`src/rtl/divider_pkg.sv`:
```
// Shared types and constants for the iterative restoring divider.
package divider_pkg;

    localparam int unsigned DIV_DATA_W = 32;
    localparam int unsigned DIV_CNT_W  = 6;

    typedef enum logic [1:0] {
        DIV_IDLE = 2'd0,
        DIV_BUSY = 2'd1,
        DIV_FIX  = 2'd2,
        DIV_DONE = 2'd3
    } div_state_e;

    // EX uses this to pick quotient or remainder into its result bus
    typedef enum logic {
        DIV_SEL_QUO = 1'b0,
        DIV_SEL_REM = 1'b1
    } div_sel_e;

endpackage

```
`src/rtl/divider_div_step.sv`:
```
// One radix-2 restoring step: shift {rem,quo} left, trial-subtract, select.
module divider_div_step
    import divider_pkg::*;
#(
    parameter int unsigned DATA_W = DIV_DATA_W
) (
    input  logic [DATA_W-1:0] rem_i,
    input  logic [DATA_W-1:0] quo_i,
    input  logic [DATA_W-1:0] divisor_i,
    output logic [DATA_W-1:0] rem_o,
    output logic [DATA_W-1:0] quo_o
);

    logic [DATA_W:0] shifted;
    logic [DATA_W:0] trial;

    always_comb begin
        shifted = {rem_i, quo_i[DATA_W-1]};
        trial   = shifted - {1'b0, divisor_i};
        // a set MSB means the trial went negative: restore
        rem_o   = trial[DATA_W] ? shifted[DATA_W-1:0] : trial[DATA_W-1:0];
        quo_o   = {quo_i[DATA_W-2:0], ~trial[DATA_W]};
    end

endmodule

```
`src/rtl/divider.sv`:
```
// Multi-cycle signed/unsigned 32-bit divider answering EX's start/end handshake.
module divider
    import divider_pkg::*;
#(
    parameter int unsigned DATA_W = DIV_DATA_W
) (
    input  logic              clk_i,
    input  logic              rst_i,
    input  logic              div_start_i,
    input  logic              div_signed_i,
    input  logic [DATA_W-1:0] div_opd1_i,
    input  logic [DATA_W-1:0] div_opd2_i,
    input  logic              div_accept_i,
    output logic [DATA_W-1:0] quotient_o,
    output logic [DATA_W-1:0] remainder_o,
    output logic              div_end_o,
    output logic              div_busy_o
);

    div_state_e           state_q, state_d;
    logic [DIV_CNT_W-1:0] cnt_q, cnt_d;
    logic                 neg1_q, neg1_d;
    logic                 neg2_q, neg2_d;
    logic [DATA_W-1:0]    rem_q, rem_d;
    logic [DATA_W-1:0]    quo_q, quo_d;
    logic [DATA_W-1:0]    dvs_q, dvs_d;
    logic [DATA_W-1:0]    quotient_d, remainder_d;
    logic                 end_d, busy_d;
    logic [DATA_W-1:0]    step_rem, step_quo;

    divider_div_step #(.DATA_W(DATA_W)) u_step (
        .rem_i     (rem_q),
        .quo_i     (quo_q),
        .divisor_i (dvs_q),
        .rem_o     (step_rem),
        .quo_o     (step_quo)
    );

    always_ff @(posedge clk_i or posedge rst_i) begin
        if (rst_i) begin
            state_q     <= DIV_IDLE;
            cnt_q       <= '0;
            neg1_q      <= 1'b0;
            neg2_q      <= 1'b0;
            rem_q       <= '0;
            quo_q       <= '0;
            dvs_q       <= '0;
            quotient_o  <= '0;
            remainder_o <= '0;
            div_end_o   <= 1'b0;
            div_busy_o  <= 1'b0;
        end else begin
            state_q     <= state_d;
            cnt_q       <= cnt_d;
            neg1_q      <= neg1_d;
            neg2_q      <= neg2_d;
            rem_q       <= rem_d;
            quo_q       <= quo_d;
            dvs_q       <= dvs_d;
            quotient_o  <= quotient_d;
            remainder_o <= remainder_d;
            div_end_o   <= end_d;
            div_busy_o  <= busy_d;
        end
    end

    always_comb begin
        state_d     = state_q;
        cnt_d       = cnt_q;
        neg1_d      = neg1_q;
        neg2_d      = neg2_q;
        rem_d       = rem_q;
        quo_d       = quo_q;
        dvs_d       = dvs_q;
        quotient_d  = quotient_o;
        remainder_d = remainder_o;

        unique case (state_q)
            DIV_IDLE: begin
                if (div_start_i) begin
                    // sign flags are only ever set in signed mode
                    neg1_d  = div_signed_i & div_opd1_i[DATA_W-1];
                    neg2_d  = div_signed_i & div_opd2_i[DATA_W-1];
                    quo_d   = neg1_d ? -div_opd1_i : div_opd1_i;
                    dvs_d   = neg2_d ? -div_opd2_i : div_opd2_i;
                    rem_d   = '0;
                    cnt_d   = DIV_CNT_W'(DATA_W);
                    state_d = DIV_BUSY;
                end
            end
            DIV_BUSY: begin
                rem_d = step_rem;
                quo_d = step_quo;
                cnt_d = cnt_q - DIV_CNT_W'(1);
                if (cnt_q == DIV_CNT_W'(1)) begin
                    state_d = DIV_FIX;
                end
            end
            DIV_FIX: begin
                // a zero divisor keeps the raw all-ones quotient
                quotient_d  = ((neg1_q ^ neg2_q) && (dvs_q != '0)) ? -quo_q : quo_q;
                remainder_d = neg1_q ? -rem_q : rem_q;
                state_d     = DIV_DONE;
            end
            DIV_DONE: begin
                if (div_accept_i) begin
                    state_d = DIV_IDLE;
                end
            end
            default: state_d = DIV_IDLE;
        endcase

        end_d  = (state_d == DIV_DONE);
        busy_d = (state_d == DIV_BUSY) || (state_d == DIV_FIX);
    end

endmodule

```
`config.mk`:
```
export PLATFORM = sky130hd
export DESIGN_NAME = divider
export DESIGN_NICKNAME = d
export VERILOG_FILES = /design/src/rtl/divider_pkg.sv /design/src/rtl/divider_div_step.sv /design/src/rtl/divider.sv
export SDC_FILE = /design/constraint.sdc
export NUM_CORES = 1
export LEC_CHECK = 0
export CORE_MARGIN = 8
export CORE_UTILIZATION = 60
export CTS_CLUSTER_DIAMETER = 50
export DETAILED_ROUTE_END_ITERATION = 6
export PLACE_DENSITY = 0.85
export SLEW_MARGIN = 0
export SYNTH_ARGS = -nofsm -noshare
export SYNTH_HDL_FRONTEND = slang
export SYNTH_SLANG_ARGS = --single-unit
```
`constraint.sdc`:
```
create_clock -name clk_i -period 8.5 [get_ports clk_i]
set_input_delay 1.7 -clock clk_i [delete_from_list [all_inputs] [get_ports clk_i]]
set_output_delay 1.7 -clock clk_i [all_outputs]
set_load 0.005 [all_outputs]
```
==> results list <==
- Run status: completed
* Portion of the post-synthesis area used by sequential elements: 0.385
- Worst slew pin tran: 0.995 ns
- Area share of the leading cell type in the synthesized netlist: 0.385
* Maximum level of the CTS H-tree: 4
- Buffers added to address setup during post-CTS repair amount to 0.
* Insertion delay of the later-clocked pin in the worst-skew pair: 0.44 ns
- Ant diodes: 0
- Global-route wire length before repair: 48.6 mm
- Hold Worst Slack: 0.477 ns
- Post-route total power: 6.09 mW
- Mean instance size in the synthesized netlist: 8.56 sq um
- Fin worst setup slack: 4.06 ns
- Clock-pin slew was measured on the worst setup and hold paths at 0.07 ns.
* Clock sinks: 172
- For this configuration, the core starts out at a cell density of 0.604.
* Endpoints failing setup: 0
* Number of search-and-repair iterations in the first detailed-routing pass: 5
* Total CTS buffers: 17
* Number of vias per cell after detailed routing: 6.04
- Derived from the worst setup path, the maximum achievable clock frequency is 225 MHz.
- The number of antenna violations at the first check in global routing came to 0.
* Overall fraction of global-route tracks in use: 0.252
- Post-synthesis cell count: 1306
* Critical path's most frequent cell: sky130_fd_sc_hd__o31a_1
* Detail Placement HPWL: 21.8 mm
* Number of pins with negative max-slew slack in the final report: 0
- In this run, synthesis inferred 0 flip-flops with an integrated enable.
* Worst endpoint required time: 8.85 ns
- Critical path startpoint category: primary input
- Dividing total power by cell area gives a power density of 459 nW/um^2.
- At the worst endpoint, the arrival time is 4.79 ns.
- During I/O placement, the number of pins put on the boundary was 135.
- On the worst path, the slowest cell contributes a delay of 0.49 ns.
- RePlAce Congestion: 0.939
- Number of remaining DRC errors: 0
* Min-delay worst type: register to register
* TritonCTS clock tree: built
- Predominant post-synthesis flop cell: sky130_fd_sc_hd__dfrtp_1
- Non-filler cells, final: 1650
* Synth warn: 0
* CTS max path bufs: 2
- After layout, the minimum clock period comes to 4.44 ns.
* Cell type contributing the most total cell area after synthesis: sky130_fd_sc_hd__dfrtp_1
- Pin count of the biggest net entering global routing: 129
- In this run, post-CTS hold repair placed 0 buffers.
- Critical path's top delay family: simple AND/OR/NAND/NOR gates
* Average wire length per cell after detail routing: 17.6 microns
- Unrepaired setup endpoints after global routing: false
- The final hold violation count is 0.
- After synthesis, the share of flip-flops with an asynchronous set or reset is 1.00.
- Walking the worst path, the cells encountered are clkdlybuf4s50_1, inv_1, ha_1, or3b_2, or4_1, nor3b_1, nand2_1, o31a_1, xnor2_1, o31a_1, o21ai_0.
- The via count of the first global-routing pass came to 9604.
- The die is 153 microns wide.
* Synth unique cells: 67
- Of the cells placed in the final design, the portion with a size suffix greater than 1 is 0.0445.
- After global routing the overflow that remains totals 0.
- For this design the static power due to leakage is 5.55 nW.
* Critical-path maximum fanout: 4
* Layout overhead on the synthesized area: 18.8%
- Number of placed cells counting well taps: 1618
* Maximum capacitance violations: 0
* Detailed router's first-iteration violation count: 736
- Worst clock skew: 0.0107 ns
- Total Die Area: 23300 sq um
- The worst pin sits at a relative slew slack of 0.336.
- Setup crit end kind: register
- For the final routed database, the setup TNS stands at 0 ns.
- The worst hold path begins at quotient_o[20].
- On the critical path, the stage with the largest delay is an instance of sky130_fd_sc_hd__or4_1.
- In this run, synthesis produced a sequential element count of 172.
- Source of the critical timing path: div_opd1_i[1]
- Vias after detailed routing: 9968
* Maximum VDD drop: 0.297 mV
* Reg-to-Reg Start: quo_q[31]
* Number of nets in the synthesized netlist: 1415
- Row generation in the floorplan step produced 50 rows.
- Total of cells resized after clock tree synthesis: 0
- Post-detailed-route count of antenna-violating nets: 0
- At the placement stage, the worst setup path has a slack of 3.68 ns.
* Path type of the worst setup path: primary input to register
* Leading post-synthesis cells by cell area: sky130_fd_sc_hd__dfrtp_1 (38%), sky130_fd_sc_hd__o21ai_0 (8.8%), sky130_fd_sc_hd__xor2_1 (6.7%)
- In this run the tool buffered the top-level ports with 134 buffer cells.
- Final layout net count: 1512
- Cell area after synthesis: 11200 sq um
* Overall routed net length: 29.0 mm
* Placeable core region: 18500 sq um
- Together, buffers and inverters on the worst path number 2.
- In the finished design, the share of the clock period the worst path needs comes to 0.523.
- Measured along the y axis, the die boundary spans 153 microns.
* Clock root buffer: sky130_fd_sc_hd__clkbuf_16
-- layer usage --
| metal | wire length (microns) | vias to the layer above | part of all wire | track usage |
|---|---|---|---|---|
| met1 | 13500 | 4701 | 0.47 | 0.355 |
| met3 | 2200 | 50 | 0.076 | 0.0567 |
| met5 | 0 | - | 0 | 0 |
| met4 | 553 | 0 | 0.019 | 0.0792 |
| met2 | 12700 | 373 | 0.44 | 0.380 |
| li1 | - | 4844 | - | - |
-- placed cells by master (no fill, tap or decap), types with 17 or more instances in the layout --
| cell type | count |
|---|---|
| sky130_fd_sc_hd__o31ai_1 | 21 |
| sky130_fd_sc_hd__nor3_1 | 21 |
| sky130_fd_sc_hd__a21oi_1 | 55 |
| sky130_fd_sc_hd__nor4_1 | 19 |
| sky130_fd_sc_hd__ha_1 | 39 |
| sky130_fd_sc_hd__xnor2_1 | 59 |
| sky130_fd_sc_hd__clkdlybuf4s50_1 | 134 |
| sky130_fd_sc_hd__nand2b_1 | 17 |
| sky130_fd_sc_hd__nand2_1 | 196 |
| sky130_fd_sc_hd__mux2i_1 | 31 |
| sky130_fd_sc_hd__inv_1 | 60 |
| sky130_fd_sc_hd__nor2_1 | 61 |
| sky130_fd_sc_hd__clkbuf_16 | 17 |
| sky130_fd_sc_hd__xor2_1 | 86 |
| sky130_fd_sc_hd__o21ai_0 | 196 |
| sky130_fd_sc_hd__dfrtp_1 | 172 |
| sky130_fd_sc_hd__o41ai_1 | 18 |
| sky130_fd_sc_hd__a22oi_1 | 27 |
-- power breakdown --
group	total (mW)	leakage, nW	switching (mW)	internal (mW)
combinational	3.55	3.08	1.96	1.60
sequential	1.73	2.17	0.507	1.22
clock	0.812	0.299	0.343	0.469
-- cells in the mapped netlist (4+ instances only) --
library cell               number
sky130_fd_sc_hd__o211ai_1       8
sky130_fd_sc_hd__or2_2          5
sky130_fd_sc_hd__nand4_1        9
sky130_fd_sc_hd__a21oi_1       55
sky130_fd_sc_hd__nand3b_1       4
sky130_fd_sc_hd__a22oi_1       27
sky130_fd_sc_hd__o31ai_1       21
sky130_fd_sc_hd__buf_2          4
sky130_fd_sc_hd__o21ai_1        4
sky130_fd_sc_hd__nor2_1        62
sky130_fd_sc_hd__or3_1          9
sky130_fd_sc_hd__a21boi_0       6
sky130_fd_sc_hd__dfrtp_1      172
sky130_fd_sc_hd__mux2i_1       31
sky130_fd_sc_hd__ha_1          39
sky130_fd_sc_hd__o21ai_0      196
sky130_fd_sc_hd__o311ai_0       5
sky130_fd_sc_hd__nor4_1        19
sky130_fd_sc_hd__o22ai_1        4
sky130_fd_sc_hd__a22o_1         4
sky130_fd_sc_hd__inv_1         61
sky130_fd_sc_hd__xor2_1        86
sky130_fd_sc_hd__clkbuf_1      58
sky130_fd_sc_hd__o31a_1         4
sky130_fd_sc_hd__o21bai_1       6
sky130_fd_sc_hd__or4_1         12
sky130_fd_sc_hd__nand2_1      198
sky130_fd_sc_hd__nand2b_1      17
sky130_fd_sc_hd__xnor2_1       59
sky130_fd_sc_hd__a21o_1         5
sky130_fd_sc_hd__nor3_1        22
sky130_fd_sc_hd__o21a_1         4
sky130_fd_sc_hd__and2_1         9
sky130_fd_sc_hd__nand3_1       12
sky130_fd_sc_hd__o41ai_1       18
-- cell type report --
type	count	area, sq um
multi-input combinational	1008	6430
fill	1441	5230
timing repair buffer	143	1410
sequential	172	4300
clock buffer	18	429
inverter	61	234
tap	234	293
clock inverter	14	183
-- state kept, by name, indices dropped and copies added, names as in the netlist --
name and cells:
cnt_q 6, div_busy_o 1, div_end_o 1, dvs_q 32, neg1_q 1, neg2_q 1
quo_q 32, quotient_o 32, rem_q 32, remainder_o 32, state_q 2
-- stage by stage --
step	utilization	area [sq um]
6_report	0.717	13300
5_1_grt	0.717	13300
4_1_cts	0.717	13300
3_5_place_dp	0.684	12700
3_3_place_gp	0.684	12700
2_1_floorplan	-	11200
-- path summary, 6_finish.rpt --
| check | cells after the start | end | slack, ns |
|---|---|---|---|
| setup / recovery | 11 | quo_q[28] | 4.06 |
| hold / removal | 2 | quotient_o[20] | 0.48 |
| setup reg to reg | 13 | quo_q[0] | 4.39 |
| hold reg to reg | 2 | quotient_o[20] | 0.48 |
| max in group asynchronous | 3 | dvs_q[26] | 5.27 |
| min in group asynchronous | 2 | quotient_o[20] | 1.83 |
-- tightest hold or removal path, stage by stage, from the launching register on --
cell,delay (ns)
sky130_fd_sc_hd__dfrtp_1,0.34
sky130_fd_sc_hd__nand2_1,0.04
sky130_fd_sc_hd__o21ai_0,0.06
-- cells by family (layout without fill, tap and decap cells) --
| group | after synthesis | in the layout | share of synthesized area |
|---|---|---|---|
| multiplexers | 31 | 31 | 0.0277 |
| AND/OR/NAND/NOR | 397 | 397 | 0.168 |
| buffers and inverters | 126 | 236 | 0.0434 |
| XOR/XNOR | 145 | 145 | 0.114 |
| adder cells (fa/ha/maj) | 40 | 40 | 0.0454 |
| flip-flops | 172 | 172 | 0.385 |
| AO/OA/AOI/OAI | 395 | 395 | 0.217 |
(Power assumes the default switching activity.)
